**src/rtl/cnu_min_sched.sv**
```systemverilog
// Serial check-node min finder: one V2C magnitude per cycle, tracks min1/min2/index
// per degree-6 or degree-8 row and emits one result per row through a single-entry register.
module cnu_min_sched #(
    parameter int QUAN_SIZE = 4,
    parameter int ROW_W     = 8
) (
    input  logic                 sys_clk,
    input  logic                 rst,
    input  logic                 cfg_deg6,
    input  logic                 in_valid,
    output logic                 in_ready,
    input  logic [QUAN_SIZE-1:0] in_msg,
    output logic                 out_valid,
    input  logic                 out_ready,
    output logic [QUAN_SIZE-1:0] out_min1,
    output logic [QUAN_SIZE-1:0] out_min2,
    output logic [2:0]           out_min_index,
    output logic                 out_deg6,
    output logic [ROW_W-1:0]     out_row_id,
    output logic                 busy
);

    typedef enum logic {
        IDLE  = 1'b0,
        ACCUM = 1'b1
    } state_t;

    state_t               state_r;
    state_t               state_nxt_s;
    logic [2:0]           cnt_r;
    logic                 deg6_r;
    logic [QUAN_SIZE-1:0] min1_r;
    logic [QUAN_SIZE-1:0] min2_r;
    logic [2:0]           idx_r;

    logic                 hs_s;
    logic                 last_slot_s;
    logic                 out_hs_s;
    logic [QUAN_SIZE-1:0] min1_nxt_s;
    logic [QUAN_SIZE-1:0] min2_nxt_s;
    logic [2:0]           idx_nxt_s;

    assign hs_s        = in_valid && in_ready;
    assign out_hs_s    = out_valid && out_ready;
    assign last_slot_s = (state_r == ACCUM) && (cnt_r == (deg6_r ? 3'd5 : 3'd7));

    // State register of the row accumulator
    always_ff @(posedge sys_clk or posedge rst) begin
        if (rst) begin
            state_r <= IDLE;
        end else begin
            state_r <= state_nxt_s;
        end
    end

    // Next-state: a row opens on its first handshake and closes on the last-slot handshake
    always_comb begin
        state_nxt_s = state_r;
        case (state_r)
            IDLE: begin
                if (hs_s) begin
                    state_nxt_s = ACCUM;
                end else begin
                    state_nxt_s = IDLE;
                end
            end
            ACCUM: begin
                if (hs_s && last_slot_s) begin
                    state_nxt_s = IDLE;
                end else begin
                    state_nxt_s = ACCUM;
                end
            end
            default: state_nxt_s = IDLE;
        endcase
    end

    // FSM outputs: only the final message of a row can stall behind an unconsumed result
    always_comb begin
        in_ready = 1'b1;
        busy     = 1'b0;
        case (state_r)
            IDLE: begin
                in_ready = 1'b1;
                busy     = 1'b0;
            end
            ACCUM: begin
                in_ready = !(last_slot_s && out_valid && !out_ready);
                busy     = 1'b1;
            end
            default: begin
                in_ready = 1'b1;
                busy     = 1'b0;
            end
        endcase
    end

    // Shared comparator: strict less-than so ties never move the index
    always_comb begin
        min1_nxt_s = min1_r;
        min2_nxt_s = min2_r;
        idx_nxt_s  = idx_r;
        if (state_r == IDLE) begin
            min1_nxt_s = in_msg;
            min2_nxt_s = {QUAN_SIZE{1'b1}};
            idx_nxt_s  = 3'd0;
        end else if (in_msg < min1_r) begin
            min1_nxt_s = in_msg;
            min2_nxt_s = min1_r;
            idx_nxt_s  = cnt_r;
        end else if (in_msg < min2_r) begin
            min2_nxt_s = in_msg;
        end else begin
            min2_nxt_s = min2_r;
        end
    end

    // Running row state, advanced only on an input handshake
    always_ff @(posedge sys_clk or posedge rst) begin
        if (rst) begin
            cnt_r  <= 3'd0;
            deg6_r <= 1'b0;
            min1_r <= {QUAN_SIZE{1'b0}};
            min2_r <= {QUAN_SIZE{1'b0}};
            idx_r  <= 3'd0;
        end else if (hs_s) begin
            if (state_r == IDLE) begin
                deg6_r <= cfg_deg6;
            end else begin
                deg6_r <= deg6_r;
            end
            cnt_r  <= last_slot_s ? 3'd0 : cnt_r + 3'd1;
            min1_r <= min1_nxt_s;
            min2_r <= min2_nxt_s;
            idx_r  <= idx_nxt_s;
        end else begin
            cnt_r <= cnt_r;
        end
    end

    // Single-entry result register; a new load wins over a same-cycle consume
    always_ff @(posedge sys_clk or posedge rst) begin
        if (rst) begin
            out_valid     <= 1'b0;
            out_min1      <= {QUAN_SIZE{1'b0}};
            out_min2      <= {QUAN_SIZE{1'b0}};
            out_min_index <= 3'd0;
            out_deg6      <= 1'b0;
            out_row_id    <= {ROW_W{1'b0}};
        end else begin
            if (hs_s && last_slot_s) begin
                out_valid     <= 1'b1;
                out_min1      <= min1_nxt_s;
                out_min2      <= min2_nxt_s;
                out_min_index <= idx_nxt_s;
                out_deg6      <= deg6_r;
            end else if (out_hs_s) begin
                out_valid <= 1'b0;
            end else begin
                out_valid <= out_valid;
            end
            if (out_hs_s) begin
                out_row_id <= out_row_id + {{(ROW_W-1){1'b0}}, 1'b1};
            end else begin
                out_row_id <= out_row_id;
            end
        end
    end

endmodule

```
**config.mk**
```make
export PLATFORM = sky130hd
export DESIGN_NAME = cnu_min_sched
export DESIGN_NICKNAME = d
export VERILOG_FILES = /design/src/rtl/cnu_min_sched.sv
export SDC_FILE = /design/constraint.sdc
export NUM_CORES = 1
export LEC_CHECK = 0
export ABC_AREA = 1
export BUFFER_PORTS_ARGS = -buffer_cell sky130_fd_sc_hd__buf_2
export CAP_MARGIN = 20
export CORE_ASPECT_RATIO = 2
export CORE_MARGIN = 2
export CORE_UTILIZATION = 50
export DETAILED_ROUTE_END_ITERATION = 10
export PLACE_DENSITY = 0.72
export SLEW_MARGIN = 40
export SYNTH_ARGS = -nofsm -noshare
export SYNTH_HDL_FRONTEND = slang
export SYNTH_SLANG_ARGS = --single-unit
```
**constraint.sdc**
```tcl
create_clock -name sys_clk -period 4.4 [get_ports sys_clk]
set_clock_uncertainty 0.05 [all_clocks]
set_input_delay 0 -clock sys_clk [delete_from_list [all_inputs] [get_ports sys_clk]]
set_output_delay 0 -clock sys_clk [all_outputs]
set_load 0.01 [all_outputs]
```
# == Word level (Yosys, flattened, before mapping) ==
# Index checks and enable logic that the tools add are counted.
# word_totals
in_bits,9
out_inout_bits,23
regBits,37
# op_classes
eq_ne,1
magnitude_cmp,2
mux,16
addsub,2
reduce_logical,10
bitwise,1
# op_table
op,count
two-way mux 4 bit,5
two-way mux 3 bit,3
"adder 8 x 1 -> 8 bit, second input constant",1
< comparator 4 bit,2
logical AND 1 bit,6
one-hot mux 1 bit (2 select lines),3
two-way mux 1 bit,4
"adder 3 x 1 -> 3 bit, second input constant",1
equality test 3 bit,1
logical NOT 1 bit,2
two-way mux 2 bit,1
AND reduction 2 bit,1
nonzero test 2 bit,1
NOT 1 bit,1

# == Logic depth before layout (Yosys ltp) ==
# Gate-level depths: netlist of the first run.
# depth
word_depth,11
depth_mapped,11

# == Worst setup path after synthesis of the first run ==
# Ideal clock, no wire load.
# synth_path
path_kind,register -> register
from,reg min1_r[3]
to,reg min2_r[3]
arrival_time_ns,1.448
slack_ns,2.784
stages_incl_launch_ff,10
path_buffers,1
required_time_ns,4.232
period_less_slack_ns,1.616
path_cell_list,dfrtp_1 -> inv_1 -> ha_1 -> a21oi_2 -> nand2_1 -> buf_2 -> nand2_1 -> nand3_1 -> nand2_1 -> o21ai_2
# synth_between
elab_chain_len,3
# synth_rtl
item,line,source
start: declaration,32,logic [QUAN_SIZE-1:0] min1_r;
start signal: assignment,123,min1_r <= {QUAN_SIZE{1'b0}};
start signal: assignment,133,min1_r <= min1_nxt_s;
< comparator 4 bit,107,end else if (in_msg < min1_r) begin
two-way mux 4 bit (*),107,
two-way mux 4 bit (*),103,if (state_r == IDLE) begin
end signal: assignment,124,min2_r <= {QUAN_SIZE{1'b0}};
end signal: assignment,134,min2_r <= min2_nxt_s;
end: declaration,33,logic [QUAN_SIZE-1:0] min2_r;
# Every way passes the cells marked *; elsewhere a longest branch is shown, timed or not.
# A chain may end at the register's enable or synchronous reset.

# == Worst setup path after layout of the first run ==
# layout_path
from,reg state_r
to,reg out_min2[2]
# layout_between
elab_chain_len,7
# layout_rtl
item,line,source
start: declaration,28,state_t state_r;
start signal: assignment,52,state_r <= state_nxt_s;
logical AND 1 bit,45,assign last_slot_s = (state_r == ACCUM) && (cnt_r == (deg6_r ? 3'd5 : 3'd7));
logical AND 1 bit (2 in a row),88,in_ready = !(last_slot_s && out_valid && !out_ready);
logical NOT 1 bit,88,
one-hot mux 1 bit (2 select lines),82,case (state_r)
logical AND 1 bit,43,assign hs_s = in_valid && in_ready;
logical AND 1 bit,151,if (hs_s && last_slot_s) begin
end signal: assignment,146,out_min2 <= {QUAN_SIZE{1'b0}};
end signal: assignment,154,out_min2 <= min2_nxt_s;
end: declaration,16,"output logic [QUAN_SIZE-1:0] out_min2,"
# Several ways; a longest one is shown, not always the timed one.

==> run summary, run 1 <==
Status: complete, no violations
Total number of vias: 1,615
PortBufs: 31
Yosys top cell by area: dfrtp_1
Setup Fix Bufs, Post-CTS: 0
Die height: 92.05 um
Synthesis warning total: 0
Mean Syn Cell Area: 8.212 um^2
Ys async rst share: 1.000
Layout cells sized above 1: 0.2000
RR Startpoint: state_r
Post-synthesis cell type count: 24
Pre-antenna DRT Iters: 4
Yosys reg bits: 37
Clk Latency, worst-skew pair: 0.29 ns
Mapped Area: 0.001938 mm^2
Critical Path AT: 2.29 ns
Final Hold Fails: 0
Routed WL: 4018 um
Crit share post-route: 0.4796
Max Used Layer: met4
RR Endpoint: out_min2[2]
Total gr overflow: 0
Initial antenna violation count: 0
First DRT Iteration DRCs: 45
Vias in the first global route: 1,544
# nets final: 291
Critical path depth: 6
Data required time of the worst path: 4.58 ns
Crit-path leading delay family: simple AND/OR/NAND/NOR gates
Endpoint class of the critical path: flop
Die area: 0.004420 mm^2
Worst Tran Pin Value: 0.4747 ns
Top cell by count, worst path: nand2_1
Psw: 0.5963 mW
CTS root buffer: clkbuf_8
Met2 WL: 2216 um
H-tree depth: 2
Clock power share: 0.185
Worst Reg2Reg Path Length in Cells: 6
Synthesized netlist net count: 253
Sequential Power Share: 0.391
N_diodes: 0
Core Area: 0.003804 mm^2
CP Capture Point: out_min2[2]
Std-Cell Rows: 32
Slowest CP cell: dfrtp_1
DP HPWL: 2977 um
CTS tree: done
Final TNS setup: 0 ns
Count leader, synth: nand2_1
Sequential share of the synthesized area: 0.4777
Area grow syn2layout: 17.24%
Largest net degree at the start of global routing: 38
GRT Total Usage: 0.2074
First-pass GRT wire length: 6492 um
Post-synth top area share: 0.4777
Post-layout min period: 2.110 ns
Metal1 wirelength: 1511 um
Critical Path Max Stage Delay: 0.60 ns
Maximum clock insertion buffer count: 2
Sw Share: 0.4154
# fillers: 360
CTS Sinks: 37
Start point of the critical path: state_r
P_int: 0.8392 mW
Pleak: 1.316 nW
Inserted Clock Buffers: 5
Die W: 48.03 um
Final setup vio count: 0
Final Core Density: 0.5974
I/O pin cnt: 32
WL/cell: 12.33 um
Worst Path Max Fanout: 17
Comb power frac: 0.424
Worst Path Buf+Inv: 1
MaxCap Viol Count: 0
Top area cells in the synthesized netlist: dfrtp_1 (48%), nand2_1 (17%), nand3_1 (7.5%)
Final ANT Viol Nets: 0
Gpl congestion: 0.8547
Synth Flop Type: dfrtp_1
Pwr dens: 631.8 mW/mm^2
Peak VDD IR: 410.9 uV
Cell-by-cell trace of the critical path: nand2_1 > nor2_1 > nand4_2 > inv_2 > nand2_1 > nand2_1
Hold Path Class: input port to flop
Met3 wire length: 117 um
Initial Utilization: 0.5095
F_max: 473.8 MHz
Cells after Synth: 236
EDFF count, synth: 0
Vias per inst: 4.954
Worst reg-to-reg setup slack: 2.29 ns
Post-route DRC: 0
Relative slew slack: 0.6828
Fin. max-slew vios: 0
Reg clk slew, reported paths: 0.07 ns
CP Launch Type: flop
RSZ-0062 raised after global routing: false
Kind of critical path: flop to flop
Synth top cells by count: nand2_1 (86), dfrtp_1 (37), inv_1 (30), nand3_1 (29), o21ai_0 (10)
==> worst min-delay path, cell delays in order <==
cell and delay (ns):
buf_2 0.10, inv_1 0.05, nand2_1 0.08, nand3_1 0.07
nand2_1 0.06
==> area by class of cell <==
type | instances | area (um^2) | share of cell area
multi-input combinational | 162 | 855.8 | 0.3767
sequential | 37 | 925.9 | 0.4075
tap | 51 | 63.81 | 0.02808
timing repair buffer | 36 | 202.7 | 0.08921
clock buffer | 7 | 96.34 | 0.04240
clock inverter | 1 | 5.005 | 0.002203
inverter | 32 | 122.6 | 0.05396
==> power by group through the flow <==
stage                     Clock, mW  Sequential, mW  Combinational [mW]
after floorplan                   0           0.574               0.432
after global placement            0           0.565               0.597
after detailed placement          0           0.567               0.611
after CTS                     0.270           0.562               0.617
after global routing          0.285           0.581               0.704
final                         0.265           0.561               0.609
==> logic make-up after synthesis <==
family	count (synthesis)	share of synthesized area
simple gates	126	0.2808
xor+xnor	10	0.04907
compound gates	18	0.06004
fa+ha+maj	8	0.05165
flops	37	0.4777
buf+inv	37	0.08070
==> worst min path at each step <==
stage / from / endpoint / slack (ns) / cells past startpoint
6_report: in_msg[1] / out_min1[1] / 0.05 / 5
4_1_cts: in_msg[1] / out_min1[1] / 0.05 / 5
3_5_place_dp: rst / out_min1[1] / 0.09 / 3
5_1_grt: in_msg[0] / min1_r[0] / 0.08 / 5
2_1_floorplan: cfg_deg6 / deg6_r / 0.08 / 2
3_3_place_gp: rst / min1_r[1] / 0.08 / 3
==> metal layers <==
layer,track usage,vias to the layer above
met5,0,-
met4,0.1104,0
met3,0.04134,12
met2,0.3611,40
met1,0.2107,744
li1,-,819
==> flip-flops by register name, summed over array words and instances (netlist names) <==
signal / cells
out_row_id: 8
out_valid: 1
state_r: 1
out_deg6: 1
out_min1: 4
min1_r: 4
deg6_r: 1
out_min2: 4
out_min_index: 3
min2_r: 4
cnt_r: 3
idx_r: 3
==> stage by stage <==
| stage | instances | hold WS, ns | setup slack, ns | instance area [um^2] | power, mW |
|---|---|---|---|---|---|
| 3_3_place_gp | 314 | 0.08371 | 2.264 | 2131 | 1.163 |
| 6_report | 326 | 0.05242 | 2.290 | 2272 | 1.435 |
| 3_5_place_dp | 314 | 0.08799 | 2.266 | 2131 | 1.178 |
| 5_1_grt | 326 | 0.08445 | 2.003 | 2272 | 1.570 |
| 2_1_floorplan | 236 | 0.07850 | 2.784 | 1938 | 1.006 |
| 4_1_cts | 326 | 0.05444 | 2.249 | 2272 | 1.449 |
==> layout by cell type (no fill, tap or decap), types with 6 or more instances in the layout <==
cell type and n:
nand2_1 86, dfrtp_1 37, buf_2 31, inv_1 30
nand3_1 29, o21ai_0 10, ha_1 8, clkbuf_8 7
o21ai_2 6, xor2_1 6
==> timing repair <==
item,in CTS,in global routing
gates resized for setup,0,0
endpoints found under the hold margin,40,0
hold buffers,4,0
setup endpoints to repair,0,0
Note: power is estimated with default switching activity, not from simulation.
==> run 2: changes to the inputs <==
==> constraint.sdc (replaced) <==
create_clock -name sys_clk -period 2.1 [get_ports sys_clk]
set_clock_uncertainty 0.05 [all_clocks]
set_input_delay 0 -clock sys_clk [delete_from_list [all_inputs] [get_ports sys_clk]]
set_output_delay 0 -clock sys_clk [all_outputs]
set_load 0.01 [all_outputs]
==> run summary, run 2 (synthesis results as in run 1) <==
Status: complete, no violations
Die area: 0.004420 mm^2 (unchanged)
CTS tree: done
Placed instance area: 0.002153 mm^2 (+1.1%)
Relative slew slack: 0.6926 (+0.009823)
Die height: 92.05 um (unchanged)
CTS Sinks: 37 (unchanged)
Most frequent cells in the layout: nand2_1 (86), dfrtp_1 (37), buf_2 (31)
Critical Path AT: 2.07 ns (-0.22 ns)
Initial Utilization: 0.5095 (unchanged)
Gpl congestion: 0.8736 (+2.2%)
Max Used Layer: met4
Met2 WL: 2252 um (+1.6%)
Max reg flops: 8 (unchanged)
Post-layout min period: 1.938 ns (-0.1722 ns)
Met3 wire length: 120 um (+2.6%)
I/O pin cnt: 32 (unchanged)
Hold Path Class: input port to flop
Pleak: 1.329 nW (+1.0%)
Register area: 925.9 um^2 (unchanged)
Metal1 wirelength: 1576 um (+4.3%)
Std-Cell Rows: 32 (unchanged)
MaxCap Viol Count: 0 (unchanged)
RSZ-0062 raised after global routing: false
Dpl cells: 317 (+0.96%)
Endpoint class of the critical path: flop
DP HPWL: 2991 um (+0.49%)
Fin. max-slew vios: 0 (unchanged)
First-pass GRT wire length: 6789 um (+4.6%)
H-tree depth: 2 (unchanged)
Vias in the first global route: 1,625 (+5.2%)
Final Hold Fails: 0 (unchanged)
GRT Total Usage: 0.2176 (+0.01021)
Inserted Clock Buffers: 5 (unchanged)
F_max: 516.0 MHz (+8.9%)
Data required time of the worst path: 2.23 ns (-2.35 ns)
Fin cells: 329 (+0.92%)
Kind of critical path: flop to flop
# fillers: 372 (+3.3%)
Total number of vias: 1,633 (+1.1%)
CTS root buffer: clkbuf_8
Routed WL: 4084 um (+1.6%)
Core Area: 0.003804 mm^2 (unchanged)
Initial antenna violation count: 0 (unchanged)
Total gr overflow: 0 (unchanged)
Clk Latency, worst-skew pair: 0.29 ns (about the same)
WL/cell: 12.41 um (+0.72%)
Worst reg-to-reg setup slack: 0.16 ns (-2.13 ns)
Final setup vio count: 0 (unchanged)
Die W: 48.03 um (unchanged)
# nets final: 294 (+1.0%)
Area grow syn2layout: 18.40%
Layout cells sized above 1: 0.2086 (+0.008633)
PortBufs: 31 (unchanged)
Multi-input gate area: 855.8 um^2 (unchanged)
Pwr dens: 1321 mW/mm^2 (+110%)
Maximum clock insertion buffer count: 2 (unchanged)
Final TNS setup: 0 ns (unchanged)
Largest net degree at the start of global routing: 38 (unchanged)
Post-route cell area: 0.002295 mm^2 (+0.99%)
Peak VDD IR: 639.9 uV (+56%)
N_diodes: 0 (unchanged)
Crit share post-route: 0.9229 (+0.4433)
First DRT Iteration DRCs: 46 (+2.2%)
Commonest non-fill, non-tap cell in the layout: nand2_1
Final Core Density: 0.6033 (+0.005921)
Top reg by flops: out_row_id
Reg clk slew, reported paths: 0.07 ns (about the same)
Final ANT Viol Nets: 0 (unchanged)
CP Launch Type: flop
Vias per inst: 4.964 (+0.19%)
Pre-antenna DRT Iters: 4 (unchanged)
Worst Tran Pin Value: 0.4611 ns (-0.01361 ns)
Worst Path Max Fanout: 11 (-6)
Post-route DRC: 0 (unchanged)
run 2: changes by cell type in the layout (fill, tap and decap cells not counted), sizes merged:
| cell | before | now |
|---|---|---|
| buf | 32 | 35 |
run 2: critical path, stage by stage, from the launching register on:
cell	delay, ns
dfrtp_1	0.40
inv_1	0.13
ha_1	0.24
nand2_1	0.06
nand2_1	0.10
nand2_2	0.14
nand2_1	0.25
nand2_1	0.22
nand2_1	0.09
nand3_1	0.09
o21ai_2	0.06
run 2: metrics by stage:
| step | power, mW | setup WS, ns | hold WS [ns] |
|---|---|---|---|
| 2_1_floorplan | 2.109 | 0.4843 | 0.07850 |
| 3_3_place_gp | 2.460 | 0.2367 | 0.08297 |
| 3_5_place_dp | 2.494 | 0.2131 | 0.08172 |
| 4_1_cts | 3.059 | 0.1874 | 0.05787 |
| 5_1_grt | 3.336 | 0.01108 | 0.09145 |
| 6_report | 3.031 | 0.1618 | 0.06236 |
run 2: timing repair:
item                                   4_1_cts  5_1_grt
resized for setup                            0        0
hold buffers                                 4        0
endpoints found under the hold margin       40        0
setup buffers                                0        0
run 2: final timing paths:
path / startpoint / end / cells after the start
worst min register to register: out_row_id[7] / out_row_id[7] / 1
min in group asynchronous: rst / out_row_id[7] / 4
worst min-delay path: in_msg[2] / out_min1[2] / 5
worst max-delay path: min1_r[1] / min1_r[2] / 10
max in group asynchronous: rst / out_min_index[1] / 4
worst max register to register: min1_r[1] / min1_r[2] / 10
run 2: routing by layer:
metal | GRT usage | up-vias
met4 | 0.1081 | 0
met1 | 0.2025 | 770
met3 | 0.04528 | 11
li1 | - | 820
met2 | 0.3978 | 32
met5 | 0 | -
run 2: cell type report:
cell class | count | area share
flip-flops and latches | 37 | 0.4035
repair buffers | 39 | 0.09815
inverters | 32 | 0.05344
clock buffers | 7 | 0.04198
multi-input cells | 162 | 0.3730
well taps | 51 | 0.02781
clock inverters | 1 | 0.002181
run 2: report_power, final:
part	switching (mW)	total [mW]	internal (mW)	leakage, nW
Sequential	0.170	1.15	0.980	0.459
Clock	0.245	0.541	0.296	0.0542
Combinational	0.833	1.34	0.506	0.816
==> run 3: changes to the inputs <==
--- a/config.mk
+++ b/config.mk
@@ -8,11 +8,11 @@
 export ABC_AREA = 1
 export BUFFER_PORTS_ARGS = -buffer_cell sky130_fd_sc_hd__buf_2
 export CAP_MARGIN = 20
-export CORE_ASPECT_RATIO = 2
 export CORE_MARGIN = 2
 export CORE_UTILIZATION = 50
 export DETAILED_ROUTE_END_ITERATION = 10
 export PLACE_DENSITY = 0.72
+export SETUP_SLACK_MARGIN = 0.4
 export SLEW_MARGIN = 40
 export SYNTH_ARGS = -nofsm -noshare
 export SYNTH_HDL_FRONTEND = slang
==> run summary, run 3 (synthesis results as in run 1) <==
Worst Path Buf+Inv: 1 (unchanged)
Cell-by-cell trace of the critical path: inv_2 > ha_1 > nand2_1 > nand2_1 > nand2_4 > nand2_4 > nand2_1 > nand3_2 > nand2_1 > o21ai_2
Worst Path Max Fanout: 11 (unchanged)
Total number of vias: 1,600 (-2.0%)
Worst Tran Pin Value: 0.4606 ns (-0.0004708 ns)
Die height: 66.26 um (-28%)
Critical Path Max Stage Delay: 0.40 ns (about the same)
Status: complete, no violations
Pre-CTS setup slack: 0.2818 ns (+0.06875 ns)
# fillers: 325 (-13%)
Data required time of the worst path: 2.22 ns (about the same)
Std-Cell Rows: 22 (-31%)
Die area: 0.004390 mm^2 (-0.68%)
Final Hold Fails: 0 (unchanged)
MaxCap Viol Count: 0 (unchanged)
First-pass GRT wire length: 6651 um (-2.0%)
N_diodes: 0 (unchanged)
Maximum clock insertion buffer count: 2 (unchanged)
Routed WL: 3889 um (-4.8%)
Slowest CP cell: dfrtp_1
Initial Utilization: 0.5254 (+0.01590)
Top reg by flops: out_row_id
Hold Path Class: input port to flop
Gpl congestion: 0.8534 (-2.3%)
Most frequent cells in the layout: nand2_1 (84), dfrtp_1 (37), buf_2 (31)
H-tree depth: 2 (unchanged)
Largest net degree at the start of global routing: 38 (unchanged)
PortBufs: 31 (unchanged)
GRT Total Usage: 0.2036 (-0.01400)
CP Launch Type: flop
Core Area: 0.003689 mm^2 (-3.0%)
CTS root buffer: clkbuf_8
Layout cells sized above 1: 0.2374 (+0.02878)
DP HPWL: 2801 um (-6.4%)
Final setup vio count: 0 (unchanged)
WL/cell: 11.93 um (-3.9%)
Register area: 925.9 um^2 (unchanged)
CTS Sinks: 37 (unchanged)
Peak VDD IR: 598.7 uV (-6.4%)
Endpoint class of the critical path: flop
RSZ-0062 raised after global routing: false
Die W: 66.26 um (+38%)
Initial antenna violation count: 0 (unchanged)
Commonest non-fill, non-tap cell in the layout: nand2_1
Crit share post-route: 0.7551 (-0.1679)
Pleak: 1.331 nW (+0.15%)
Max reg flops: 8 (unchanged)
Fin. max-slew vios: 0 (unchanged)
I/O pin cnt: 32 (unchanged)
# nets final: 295 (+0.34%)
Relative slew slack: 0.6929 (about the same)
Vias per inst: 4.908 (-1.1%)
Post-layout min period: 1.586 ns (-0.3525 ns)
CTS tree: done
Clk Latency, worst-skew pair: 0.29 ns (about the same)
Inserted Clock Buffers: 5 (unchanged)
Top cell by count, worst path: nand2_1
Pwr dens: 1314 mW/mm^2 (-0.52%)
Final Core Density: 0.6415 (+0.03816)
Area grow syn2layout: 22.08%
Multi-input gate area: 930.9 um^2 (+8.8%)
Final worst setup slack: 0.5144 ns (+0.3525 ns)
First DRT Iteration DRCs: 61 (+33%)
Total gr overflow: 0 (unchanged)
Crit-path leading delay family: simple AND/OR/NAND/NOR gates
Final ANT Viol Nets: 0 (unchanged)
Reg clk slew, reported paths: 0.07 ns (about the same)
Final TNS setup: 0 ns (unchanged)
Vias in the first global route: 1,498 (-7.8%)
Post-route DRC: 0 (unchanged)
Critical Path AT: 1.71 ns (-0.36 ns)
Kind of critical path: flop to flop
F_max: 630.7 MHz (+22%)
Pre-antenna DRT Iters: 4 (unchanged)
-- run 3: changes by cell type in the layout (fill, tap and decap cells not counted), moves of 2 or more --
cell,change
a21oi_4,+2
ha_4,+2
ha_1,-2
nand2_4,+2
nand2_1,-2
-- run 3: final timing paths --
| kind | end | cells after the start | slack, ns | from |
|---|---|---|---|---|
| min in group asynchronous | out_min2[3] | 4 | 0.31 | rst |
| min reg2reg | out_row_id[7] | 1 | 0.43 | out_row_id[7] |
| max in group asynchronous | out_min1[3] | 4 | 1.36 | rst |
| min | out_min1[0] | 5 | 0.05 | in_msg[0] |
| max reg2reg | min2_r[3] | 10 | 0.51 | min1_r[1] |
| max | min2_r[3] | 10 | 0.51 | min1_r[1] |
-- run 3: final cells by class --
type                            count  share of cell area
Multi-Input combinational cell    162              0.3934
Sequential cell                    37              0.3913
Inverter                           32             0.05182
Timing Repair Buffer               40             0.09995
Clock inverter                      1            0.003173
Tap cell                           48             0.02538
Clock buffer                        6             0.03490
-- run 3: what timing repair did --
action                     CTS  global route
hold buffers                 4             0
hold endpoints to repair    40             0
resized for setup            3            12
buffers inserted             0             1
pin swaps                    0             3
setup endpoints to repair   20            24
-- run 3: per-layer routing --
layer / GRT usage / wire length, um
met1: 0.2615 / 1824
met2: 0.3213 / 1815
met3: 0.05281 / 171
met4: 0.09184 / 77
met5: 0 / 0
-- run 3: stage by stage --
step                power [mW]  hold slack (ns)  area (um^2)  instances
floorplan                2.109          0.07850         1938        236
detailed placement       2.487          0.09073         2150        314
finish                   3.109          0.04572         2366        326
CTS                      3.031          0.03801         2291        325
global placement         2.451          0.08886         2150        314
global route             3.417          0.08264         2366        326
-- run 3: power by group --
part	switching (mW)	leakage [nW]	internal, mW
clock	0.244	0.0433	0.259
combinational	0.877	0.829	0.577
sequential	0.172	0.459	0.980
total	1.29	1.33	1.82
-- run 3: tightest hold or removal path, delay by kind of cell --
family	cells	cell delay, ns
AND/OR/NAND/NOR	3	0.21
buffers and inverters	2	0.14
